`config.mk`:
```
export PLATFORM = sky130hd
export DESIGN_NAME = mem_port_arbiter_flat
export DESIGN_NICKNAME = d
export VERILOG_FILES = /design/src/rtl/mem_port_arbiter_if.sv /design/src/rtl/mem_port_arbiter.sv /design/src/flat_wrapper.sv
export SDC_FILE = /design/constraint.sdc
export NUM_CORES = 1
export LEC_CHECK = 0
export BUFFER_PORTS_ARGS = -buffer_cell sky130_fd_sc_hd__buf_2
export CORE_ASPECT_RATIO = 1.25
export CORE_UTILIZATION = 51
export CTS_CLUSTER_SIZE = 10
export DETAILED_ROUTE_END_ITERATION = 6
export PLACE_DENSITY = 0.86
export SLEW_MARGIN = 5
export SYNTH_ARGS = -nofsm -noshare
export SYNTH_HDL_FRONTEND = slang
export SYNTH_SLANG_ARGS = --single-unit
```
`constraint.sdc`:
```
create_clock -name clk -period 4.5 [get_ports clk]
set_clock_uncertainty 0.15 [all_clocks]
set_input_delay 0.225 -clock clk [delete_from_list [all_inputs] [get_ports clk]]
set_output_delay 0.225 -clock clk [all_outputs]
set_load 0.05 [all_outputs]
```
`src/rtl/mem_port_arbiter_if.sv`:
```
// Bundle of the fetch port, data port and shared-memory signals around the arbiter.
// The arbiter takes the slave view; the requesters plus memory take the master view.
interface mem_port_arbiter_if;
  logic        if_req;
  logic [31:0] if_addr;
  logic        if_gnt;
  logic        if_rvalid;
  logic [31:0] if_rdata;

  logic        dm_req;
  logic        dm_we;
  logic [31:0] dm_addr;
  logic [31:0] dm_wdata;
  logic        dm_gnt;
  logic        dm_rvalid;
  logic [31:0] dm_rdata;

  logic        mem_req;
  logic        mem_we;
  logic [31:0] mem_addr;
  logic [31:0] mem_wdata;
  logic        mem_ready;
  logic        mem_rvalid;
  logic [31:0] mem_rdata;

  logic        busy;
  logic        err_spurious;

  modport slave (
    input  if_req, if_addr, dm_req, dm_we, dm_addr, dm_wdata,
           mem_ready, mem_rvalid, mem_rdata,
    output if_gnt, if_rvalid, if_rdata, dm_gnt, dm_rvalid, dm_rdata,
           mem_req, mem_we, mem_addr, mem_wdata, busy, err_spurious
  );

  modport master (
    output if_req, if_addr, dm_req, dm_we, dm_addr, dm_wdata,
           mem_ready, mem_rvalid, mem_rdata,
    input  if_gnt, if_rvalid, if_rdata, dm_gnt, dm_rvalid, dm_rdata,
           mem_req, mem_we, mem_addr, mem_wdata, busy, err_spurious
  );
endinterface

```
`src/rtl/mem_port_arbiter.sv`:
```
// Two-port (fetch / data) arbiter in front of a single-port memory with one
// outstanding transaction; data wins by default, fetch is protected from starvation.
module mem_port_arbiter #(
  parameter int STARVE_LIMIT = 4
) (
  input logic               clk,
  input logic               reset,
  mem_port_arbiter_if.slave bus
);
  localparam int CNT_W = (STARVE_LIMIT < 1) ? 1 : $clog2(STARVE_LIMIT + 1);
  localparam logic [CNT_W-1:0] LIMIT = CNT_W'(STARVE_LIMIT);

  typedef enum logic [1:0] {
    IDLE  = 2'd0,
    ISSUE = 2'd1,
    WAIT  = 2'd2
  } state_t;

  state_t           state;
  state_t           state_nxt;

  logic             owner_if;
  logic             lat_we;
  logic [31:0]      lat_addr;
  logic [31:0]      lat_wdata;
  logic [CNT_W-1:0] starve_cnt;

  logic             capture;
  logic             pick_if;
  logic             accept;

  logic             if_rvalid_q;
  logic             dm_rvalid_q;
  logic [31:0]      if_rdata_q;
  logic [31:0]      dm_rdata_q;
  logic             err_q;

  always_comb begin
    pick_if = bus.if_req && (!bus.dm_req || (starve_cnt == LIMIT));
    capture = (state == IDLE) && (bus.if_req || bus.dm_req);
    accept  = (state == ISSUE) && bus.mem_ready;
  end

  always_ff @(posedge clk) begin
    if (reset) state <= IDLE;
    else       state <= state_nxt;
  end

  always_comb begin
    state_nxt = state;
    unique case (state)
      IDLE:    if (capture) state_nxt = ISSUE;
      ISSUE:   if (accept) state_nxt = lat_we ? IDLE : WAIT;
      WAIT:    if (bus.mem_rvalid) state_nxt = IDLE;
      default: state_nxt = IDLE;
    endcase
  end

  // Grants are combinational so the requester sees acceptance in the memory's ready cycle.
  always_comb begin
    bus.mem_req      = (state == ISSUE);
    bus.mem_we       = lat_we;
    bus.mem_addr     = lat_addr;
    bus.mem_wdata    = lat_wdata;
    bus.if_gnt       = accept && owner_if;
    bus.dm_gnt       = accept && !owner_if;
    bus.busy         = (state != IDLE);
    bus.if_rvalid    = if_rvalid_q;
    bus.dm_rvalid    = dm_rvalid_q;
    bus.if_rdata     = if_rdata_q;
    bus.dm_rdata     = dm_rdata_q;
    bus.err_spurious = err_q;
  end

  // Payload is taken once at capture and never re-sampled, so a dropped request still completes.
  always_ff @(posedge clk) begin
    if (reset) begin
      owner_if   <= 1'b0;
      lat_we     <= 1'b0;
      lat_addr   <= '0;
      lat_wdata  <= '0;
      starve_cnt <= '0;
    end else if (capture) begin
      owner_if <= pick_if;
      if (pick_if) begin
        lat_we     <= 1'b0;
        lat_addr   <= bus.if_addr;
        lat_wdata  <= '0;
        starve_cnt <= '0;
      end else begin
        lat_we    <= bus.dm_we;
        lat_addr  <= bus.dm_addr;
        lat_wdata <= bus.dm_wdata;
        if (!bus.if_req)             starve_cnt <= '0;
        else if (starve_cnt != LIMIT) starve_cnt <= starve_cnt + CNT_W'(1);
      end
    end
  end

  // A response outside WAIT has no owner (e.g. left over from a reset) and is only flagged.
  always_ff @(posedge clk) begin
    if (reset) begin
      if_rvalid_q <= 1'b0;
      dm_rvalid_q <= 1'b0;
      if_rdata_q  <= '0;
      dm_rdata_q  <= '0;
      err_q       <= 1'b0;
    end else begin
      if_rvalid_q <= 1'b0;
      dm_rvalid_q <= 1'b0;
      if (bus.mem_rvalid) begin
        if (state == WAIT) begin
          if (owner_if) begin
            if_rdata_q  <= bus.mem_rdata;
            if_rvalid_q <= 1'b1;
          end else begin
            dm_rdata_q  <= bus.mem_rdata;
            dm_rvalid_q <= 1'b1;
          end
        end else begin
          err_q <= 1'b1;
        end
      end
    end
  end
endmodule

```
`src/flat_wrapper.sv`:
```
// flat-port wrapper written by rule: the top's interface ports become plain ports
module mem_port_arbiter_flat 
#(
  parameter int STARVE_LIMIT = 4
)
  (clk, reset, bus_if_req, bus_if_addr, bus_dm_req, bus_dm_we, bus_dm_addr, bus_dm_wdata, bus_mem_ready, bus_mem_rvalid, bus_mem_rdata, bus_if_gnt, bus_if_rvalid, bus_if_rdata, bus_dm_gnt, bus_dm_rvalid, bus_dm_rdata, bus_mem_req, bus_mem_we, bus_mem_addr, bus_mem_wdata, bus_busy, bus_err_spurious);
  mem_port_arbiter_if bus_i ();
  input logic clk;
  input logic reset;
  input wire logic [$bits(bus_i.if_req)-1:0] bus_if_req;
  input wire logic [$bits(bus_i.if_addr)-1:0] bus_if_addr;
  input wire logic [$bits(bus_i.dm_req)-1:0] bus_dm_req;
  input wire logic [$bits(bus_i.dm_we)-1:0] bus_dm_we;
  input wire logic [$bits(bus_i.dm_addr)-1:0] bus_dm_addr;
  input wire logic [$bits(bus_i.dm_wdata)-1:0] bus_dm_wdata;
  input wire logic [$bits(bus_i.mem_ready)-1:0] bus_mem_ready;
  input wire logic [$bits(bus_i.mem_rvalid)-1:0] bus_mem_rvalid;
  input wire logic [$bits(bus_i.mem_rdata)-1:0] bus_mem_rdata;
  output wire logic [$bits(bus_i.if_gnt)-1:0] bus_if_gnt;
  output wire logic [$bits(bus_i.if_rvalid)-1:0] bus_if_rvalid;
  output wire logic [$bits(bus_i.if_rdata)-1:0] bus_if_rdata;
  output wire logic [$bits(bus_i.dm_gnt)-1:0] bus_dm_gnt;
  output wire logic [$bits(bus_i.dm_rvalid)-1:0] bus_dm_rvalid;
  output wire logic [$bits(bus_i.dm_rdata)-1:0] bus_dm_rdata;
  output wire logic [$bits(bus_i.mem_req)-1:0] bus_mem_req;
  output wire logic [$bits(bus_i.mem_we)-1:0] bus_mem_we;
  output wire logic [$bits(bus_i.mem_addr)-1:0] bus_mem_addr;
  output wire logic [$bits(bus_i.mem_wdata)-1:0] bus_mem_wdata;
  output wire logic [$bits(bus_i.busy)-1:0] bus_busy;
  output wire logic [$bits(bus_i.err_spurious)-1:0] bus_err_spurious;
  assign bus_i.if_req = bus_if_req;
  assign bus_i.if_addr = bus_if_addr;
  assign bus_i.dm_req = bus_dm_req;
  assign bus_i.dm_we = bus_dm_we;
  assign bus_i.dm_addr = bus_dm_addr;
  assign bus_i.dm_wdata = bus_dm_wdata;
  assign bus_i.mem_ready = bus_mem_ready;
  assign bus_i.mem_rvalid = bus_mem_rvalid;
  assign bus_i.mem_rdata = bus_mem_rdata;
  assign bus_if_gnt = bus_i.if_gnt;
  assign bus_if_rvalid = bus_i.if_rvalid;
  assign bus_if_rdata = bus_i.if_rdata;
  assign bus_dm_gnt = bus_i.dm_gnt;
  assign bus_dm_rvalid = bus_i.dm_rvalid;
  assign bus_dm_rdata = bus_i.dm_rdata;
  assign bus_mem_req = bus_i.mem_req;
  assign bus_mem_we = bus_i.mem_we;
  assign bus_mem_addr = bus_i.mem_addr;
  assign bus_mem_wdata = bus_i.mem_wdata;
  assign bus_busy = bus_i.busy;
  assign bus_err_spurious = bus_i.err_spurious;
  mem_port_arbiter #(.STARVE_LIMIT(STARVE_LIMIT)) u_core (.clk(clk), .reset(reset), .bus(bus_i));
endmodule
```
Word level (Yosys, flattened, before mapping)
Cells that the tools add are included.
- flip-flop bits (word level): 138
- output and inout bits: 136
- word-level logic and storage cells: 53
- equal/unequal tests: 8
- mux-type cells: 13
- reduce and logical (&&, ||, !) cells: 17
- bitwise logic cells: 3
- add/subtract/negate cells: 1
- operators by type and width (operator ; number):
    2-to-1 mux 32 bit ; 2
    2-to-1 mux 3 bit ; 3
    AND reduction 3 bit ; 3
    2-to-1 mux 2 bit ; 4
    one-hot mux 2 bit (3 select lines) ; 1
    logical AND 1 bit ; 5
    inequality test 2 x 1 -> 1 bit (second input constant) ; 2
    AND reduction 2 bit ; 2
    adder 3 x 1 -> 3 bit (second input constant) ; 1
    == test 3 bit (second input constant) ; 1
    2-to-1 mux 1 bit ; 3
    inequality test 3 x 1 -> 1 bit (second input constant) ; 1
    inequality test 3 bit (second input constant) ; 1
    NOT 1 bit ; 3
    OR reduction 3 bit ; 1
    == test 2 x 1 -> 1 bit (second input constant) ; 1
    == test 2 bit (second input constant) ; 1
    zero test 1 bit ; 2
    zero test 2 bit ; 1
    logical OR 1 bit ; 2
    inequality test 2 bit (second input constant) ; 1
    nonzero test 2 bit ; 1

Longest topological paths before layout
Gate-level depths: netlist of run 1.
- word-level depth: 5
- gate-level depth with buffers: 7

Worst setup path before layout of run 1
Ideal clock, no wire load.
- path type: reg-to-output
- from: register u_core.state[0]
- to: output bus_if_gnt
- setup slack: 2245 ps
- cell stages (with the launch flop): 3
- data arrival time: 1880 ps
- required time: 4125 ps
- path through: dfxtp_1 -> nor2b_1 -> and3_1
- cells in the longest elaborated chain, start to end: 3
- ends and longest elaborated chain (element ; line ; source):
    from (decl) ; mem_port_arbiter.sv:19 ; state_t state;
    from (signal assigned) ; mem_port_arbiter.sv:46 ; else state <= state_nxt;
    == test 2 x 1 -> 1 bit ; -- ;
    net bus_mem_req ; flat_wrapper.sv:25 ; output wire logic [$bits(bus_i.mem_req)-1:0] bus_mem_req;
    logical AND 1 bit ; mem_port_arbiter.sv:41 ; accept = (state == ISSUE) && bus.mem_ready;
    logical AND 1 bit ; mem_port_arbiter.sv:65 ; bus.if_gnt = accept && owner_if;
    to (decl) ; flat_wrapper.sv:19 ; output wire logic [$bits(bus_i.if_gnt)-1:0] bus_if_gnt;
The timed path passes the listed nets, and every way through them passes these cells.

Final worst setup path of run 1
- from: register u_core.state[1]
- to: output bus_busy
- cells in the longest elaborated chain, start to end: 1
- ends and longest elaborated chain (element ; line ; source):
    nonzero test 2 bit ; mem_port_arbiter.sv:67 ; bus.busy = (state != IDLE);
    to (decl) ; flat_wrapper.sv:29 ; output wire logic [$bits(bus_i.busy)-1:0] bus_busy;
Every way passes these cells.

==> impl_results.md, run 1 <==
- Outcome: finished with violations
- Failing checks: design-rule violations
- Power Total: 3.57 mW
- Dpl cell area: 0.00710 mm^2
- Largest net degree at the start of global routing: 103
- Final Hold Fails: 0
- CP required: 4.12 ns
- CP max stage cell: buf_4
- Pre-CTS setup slack: 2.09 ns
- Worst setup SP type: flip-flop
- Die X: 98.1 um
- Slew @ Worst Pin: 1.20 ns
- Fin crit share: 0.597
- Wire length on met2: 10.1 mm
- Post-Synth XOR/XNOR Area: 0
- Max clock buf depth: 2
- RSZ-0062 raised after global routing: no
- Post-Route WL: 20.5 mm
- Adder-Cell Fraction of Synth Area: 0.00425
- Synthesized instance count: 685
- Critical Path, Cell by Cell: nor2_8 -> inv_2 -> buf_4 -> buf_2
- Pre-antenna DRT Iters: 7
- PortBufs: 270
- Setup CP Type: reg -> out
- Area added between synthesis and finish: 43.2%
- Multiplexer share of the synthesized area: 0
- Normalized max-slew margin: 0.201
- Post-Route Setup TNS: 0 ns
- Antenna violations before repair: 1
- Max layer used: met4
- Leak: 3.51 nW
- Hold_buf cts: 67
- Crit. End Element: primary output
- Largest stage delay, worst path: 0.81 ns
- Fmax: 372 MHz
- Gpl congestion: 0.783
- CTS tree: yes
- TritonCTS buffer count: 17
- Clock-pin slew on the worst setup and hold paths: 0.06 ns
- Power Density: 423 mW/mm^2
- Sequential share of the synthesized area: 0.469
- Via/cell ratio: 6.02
- Post-CTS setup repair buffer count: 0
- Critical-path maximum fanout: 102
- Nets: 1,104
- Peak supply drop: 0.237 mV
- Clk root buf: clkbuf_16
- Htree depth: 4
- Die Y: 122 um
- Per-cell routed wire length: 18.4 um
- CORE AREA: 0.0112 mm^2
- Post-layout min period: 2.69 ns
- Final-report setup violation count: 0
- Rows: 43
- CTS Sinks: 138
- Later-pin clock latency in the skew report: 0.40 ns
- GR Overflow Total: 0
- IO Pins: 271
- Crit path max-delay family: buffers and inverters
- Slew Limit Fails: 0
- Syn_nets: 822
- Initial cell density of the core: 0.526
- Share of cells above drive strength 1: 0.348
- Min Hold Slack: 0.0305 ns
- Simple-gate share of the synthesized area: 0.189
- First-iteration detailed-routing DRC count: 595
- M1 wire length: 7.55 mm
- Worst setup margin: 1.81 ns
- Cell Area, Synth: 0.00589 mm^2
- Synth Area in Compound Gates: 0.266
- Post-cts sizing count: 0
- Post-synthesis register bit count: 138
- Yosys warns: 0
- Detailed-route via count: 6,715
- DP Wirelength: 11.3 mm
- Synthesized area per cell: 8.59 um^2
- Met3 wire length: 1.93 mm
- Crit path buffers/inverters: 3
- Number of global-route vias before repair: 6,424
- Die ar.: 0.0120 mm^2
- Main combinational cell family by area after synthesis: compound AO/OA/AOI/OAI gates
- Final instance area: 0.00843 mm^2
- Total of max-cap violations: 0
- Tot GR Track Use: 0.333
- DRT antenna net count: 0
- First-pass GRT wire length: 31.9 mm
- WP data arrival: 2.31 ns
- Synth cell types: 36
- Worst Hold Class: in -> reg
- DRC: 22
Yosys cell counts (all sizes together):
cell / instances / area share
nor2: 7 / 0.0077
nand2b: 2 / 0.0021
nand2: 130 / 0.083
a21bo: 1 / 0.0028
a21boi: 1 / 0.0032
nor4bb: 1 / 0.0017
and4b: 1 / 0.0017
or2: 1 / 0.0011
nand4bb: 1 / 0.0019
inv: 4 / 0.0026
clkbuf: 35 / 0.022
o22a: 1 / 0.0015
nor4: 64 / 0.079
a31oi: 1 / 0.0011
dfxtp: 138 / 0.47
nand3: 1 / 0.00085
o2111ai: 33 / 0.049
and3: 1 / 0.0011
ha: 2 / 0.0043
nand4: 3 / 0.0032
nand3b: 1 / 0.0013
nand4b: 2 / 0.0030
a2111oi: 32 / 0.063
o21ai: 37 / 0.031
buf: 49 / 0.047
a21oi: 134 / 0.11
nor2b: 2 / 0.0021
cell type report:
type	count	area [um^2]
antenna	1	2.50
clock buffer	19	443
clock inverter	13	214
fill	760	2760
inverter	4	15.0
multi-input combinational	459	2720
sequential	138	2760
tap	135	169
timing repair buffer	347	2100
cell families after synthesis:
kind of cell,count (synthesis)
buf+inv,88
fa+ha+maj,2
flops,138
compound gates,240
simple gates,217
power breakdown:
group          leakage [nW]  total, mW  switching (mW)  internal (mW)
Sequential             1.13       1.33          0.0400           1.29
Combinational          2.07      0.691           0.484          0.208
Clock                 0.315       1.55           0.545           1.01
metal layers:
layer / vias to the layer above / GRT usage
li1: 3097 / -
met5: - / 0
met2: 450 / 0.573
met3: 78 / 0.0866
met4: 0 / 0.172
met1: 3090 / 0.381
worst paths after layout:
path / depth (start not counted) / start / slack (ns) / end
worst max register to register: 5 / u_core.starve_cnt[0] / 2.11 / u_core.bus.mem_wdata[8]
worst max-delay path: 4 / u_core.state[1] / 1.81 / bus_busy
worst min register to register: 2 / u_core.bus.if_rdata[3] / 0.30 / u_core.bus.if_rdata[3]
worst min-delay path: 3 / bus_if_addr[27] / 0.03 / u_core.bus.mem_addr[27]
state kept, by name (all words and copies together), names as in the netlist:
register,flops
u_core.bus.err_spurious,1
u_core.bus.mem_wdata,32
u_core.bus.dm_rvalid,1
u_core.bus.if_rvalid,1
u_core.bus.mem_addr,32
u_core.bus.mem_we,1
u_core.state,2
u_core.bus.if_rdata,32
u_core.starve_cnt,3
u_core.owner_if,1
u_core.bus.dm_rdata,32
worst min-delay path, delay by kind of cell:
kind	cells	cell delay, ns
buffers and inverters	1	0.08
AND/OR/NAND/NOR	2	0.23
metrics by stage:
stage,instances,utilization
after detailed placement,1016,0.634
final,1116,0.753
after global routing,1116,0.753
after global placement,1016,0.634
after CTS,1115,0.753
after floorplan,685,-
placed cells by master (no fill, tap or decap), types with 2 or more instances in the layout:
master,synthesis,routed
dfxtp_1,138,138
nor2_1,5,5
nand4b_1,2,2
nor4_2,10,10
a2111oi_2,13,13
clkinvlp_4,0,2
a21oi_1,134,134
ha_1,2,2
nand2b_1,2,2
bufinv_16,0,5
clkbuf_16,0,17
inv_2,2,2
nand2_1,130,130
buf_2,36,269
a2111oi_0,13,13
nand4_1,3,3
inv_1,2,2
nor2b_1,2,2
inv_6,0,4
buf_4,4,11
nor4_1,54,54
o2111ai_1,33,33
a2111oi_1,6,6
dlygate4sd3_1,0,67
o21ai_1,37,37
No activity file was read; power rests on OpenSTA's default activity.
==> run 2: changes to the inputs <==
Settings changed: CORE_UTILIZATION 51 to 47, PLACE_DENSITY 0.86 to 0.8.
Clock period 4.5 ns to 2.8 ns, I/O delays scaled along.
==> run 2 against run 1 <==
The run now ends clean. Combinational power is 79% higher. Routed wire length grew 8.5%. Global-route usage is 0.35 points higher. Flip-flop and latch count stayed put. Die area up 8.4%. Critical path type is now reg -> reg. Largest cell class is now non-clock buffers.
==> impl_results.md, run 2 (same netlist as run 1, synthesis figures left out) <==
- DRC: 0 (was 22)
- Later-pin clock latency in the skew report: 0.40 ns (about the same)
- Total of max-cap violations: 0 (unchanged)
- Most common cell after layout, fill and taps aside: buf_2 (unchanged)
- Share of cells above drive strength 1: 0.334 (was 0.348)
- Initial cell density of the core: 0.484 (was 0.526)
- Post-Route WL: 22.2 mm (was 20.5 mm)
- Largest net degree at the start of global routing: 71 (was 103)
- Antenna violations before repair: 1 (unchanged)
- Post-layout min period: 2.65 ns
- CTS Sinks: 138 (unchanged)
- Htree depth: 4 (unchanged)
- Min Hold Slack: 0.00943 ns (was 0.0305 ns)
- Switch Pwr: 1.76 mW (was 1.07 mW)
- Pre-antenna DRT Iters: 5 (was 7)
- Slew @ Worst Pin: 0.773 ns (was 1.20 ns)
- Post-Route Setup TNS: 0 ns (unchanged)
- Slew Limit Fails: 0 (unchanged)
- Gpl congestion: 0.785 (was 0.783)
- GR Overflow Total: 0 (unchanged)
- Commonest cells after routing, fill and taps aside: 269 x buf_2, 138 x dfxtp_1, 134 x a21oi_1 (unchanged)
- Clk root buf: clkbuf_16 (unchanged)
- Die X: 102 um (was 98.1 um)
- Fin crit share: 0.947
- Die ar.: 0.0130 mm^2 (was 0.0120 mm^2)
- Outcome: complete, no violations (was finished with violations)
- IO Pins: 271 (unchanged)
- Die Y: 127 um (was 122 um)
- TritonCTS buffer count: 17 (unchanged)
- Number of global-route vias before repair: 6,940 (was 6,424)
- Largest stage delay, worst path: 0.59 ns (was 0.81 ns)
- Normalized max-slew margin: 0.485 (was 0.201)
- First-iteration detailed-routing DRC count: 441 (was 595)
- Flop pwr share: 0.375 (was 0.371)
- Setup CP Type: reg -> reg (was reg -> out)
- Power Density: 626 mW/mm^2 (was 423 mW/mm^2)
- Max clock buf depth: 2 (unchanged)
- Via/cell ratio: 5.82 (was 6.02)
- Rows: 45 (was 43)
- Combinational share of power: 0.218 (was 0.194)
- Clock Power Share: 0.407 (was 0.435)
- DP Wirelength: 11.8 mm (was 11.3 mm)
- Tot GR Track Use: 0.337 (was 0.333)
- CP max stage cell: dlygate4sd3_1 (was buf_4)
- Area added between synthesis and finish: 54.5% (was 43.2%)
- Critical-path maximum fanout: 23 (was 102)
- DRT antenna net count: 0 (unchanged)
- CTS tree: yes (unchanged)
- CP required: 2.99 ns (was 4.12 ns)
- First-pass GRT wire length: 34.4 mm (was 31.9 mm)
- Fmax: 377 MHz
- Power Internal: 3.93 mW (was 2.50 mW)
- Detailed-route via count: 7,042 (was 6,715)
- Per-cell routed wire length: 18.4 um (about the same)
- Critical Path, Cell by Cell: inv_1 -> ha_1 -> a21boi_4 -> buf_4 -> nor4_1 -> nor4_1 -> dlygate4sd3_1 (was nor2_8 -> inv_2 -> buf_4 -> buf_2)
- Final-report setup violation count: 0 (unchanged)
- PortBufs: 270 (unchanged)
- RSZ-0062 raised after global routing: no (unchanged)
- Crit path buffers/inverters: 3 (unchanged)
- Crit path max-delay family: buffers and inverters (unchanged)
- Nets: 1,170 (was 1,104)
- CORE AREA: 0.0122 mm^2 (was 0.0112 mm^2)
- Worst setup SP type: flip-flop (unchanged)
- Worst Hold Class: in -> reg (unchanged)
- Post-CTS setup repair buffer count: 0 (unchanged)
- Final Hold Fails: 0 (unchanged)
- WP data arrival: 2.85 ns (was 2.31 ns)
- Clock-pin slew on the worst setup and hold paths: 0.06 ns (about the same)
- Crit. End Element: flip-flop (was primary output)
- Leak: 3.79 nW (was 3.51 nW)
- Most frequent cell on the critical path: nor4_1
- Peak supply drop: 0.403 mV (was 0.237 mV)
- Sw frac: 0.309 (was 0.300)
[run 2: changes by cell type in the layout (fill, tap and decap cells not counted), sizes merged]
cell / previous run / this run
dlygate4sd3: 67 / 124
bufinv: 5 / 3
clkbuf: 19 / 20
buf: 280 / 289
clkinvlp: 2 / 5
clkinv: 2 / 0
[run 2: metrics by stage]
step,instances,worst slack (ns),power (mW),utilization,cell area (um^2)
after floorplan,685,0.630,2.91,-,5890
after global placement,1054,0.851,3.19,0.595,7240
after detailed placement,1054,0.761,3.20,0.595,7240
after CTS,1210,0.220,5.65,0.748,9090
after global routing,1211,0.0150,5.88,0.748,9090
final,1211,0.147,5.69,0.748,9090
[run 2: worst paths after layout]
path	from	to	slack, ns	depth (start not counted)
setup / recovery	u_core.starve_cnt[0]	u_core.bus.mem_addr[19]	0.15	7
hold / removal	bus_dm_addr[11]	u_core.bus.mem_addr[11]	0.009	3
setup reg to reg	u_core.starve_cnt[0]	u_core.bus.mem_addr[19]	0.15	7
hold reg to reg	u_core.bus.dm_rdata[10]	u_core.bus.dm_rdata[10]	0.30	2
[run 2: tightest hold or removal path, delay by kind of cell]
family / cells / cell delay, ns
AOI/OAI and AO/OA: 1 / 0.04
and+or+nand+nor: 1 / 0.23
buffers and inverters: 1 / 0.09
[run 2: final cells by class]
type,instances,area (um^2)
fillers,815,3070
repair buffers,413,2780
flip-flops and latches,138,2760
multi-input cells,459,2720
clock buffers,20,447
well taps,164,205
clock inverters,12,163
inverters,4,17.5
diodes,1,2.50
[run 2: repair_timing]
| item | 4_1_cts | 5_1_grt |
|---|---|---|
| hold endpoints to repair | 133 | 0 |
| gates resized for setup | 0 | 1 |
| endpoints found under the setup margin | 0 | 1 |
| hold buffers | 124 | 0 |
[run 2: routing by layer]
metal / share of wire / track usage
met4: 0.044 / 0.202
met5: 0 / 0
met1: 0.37 / 0.365
met3: 0.099 / 0.0968
met2: 0.49 / 0.574
[run 2: power groups by stage]
stage                     Combinational [mW]  Sequential, mW  Clock, mW
after global placement                  1.03            2.16          0
after detailed placement                1.03            2.17          0
after CTS                               1.19            2.12       2.33
after global routing                    1.30            2.14       2.44
after floorplan                        0.416            2.49          0
final                                   1.24            2.13       2.32
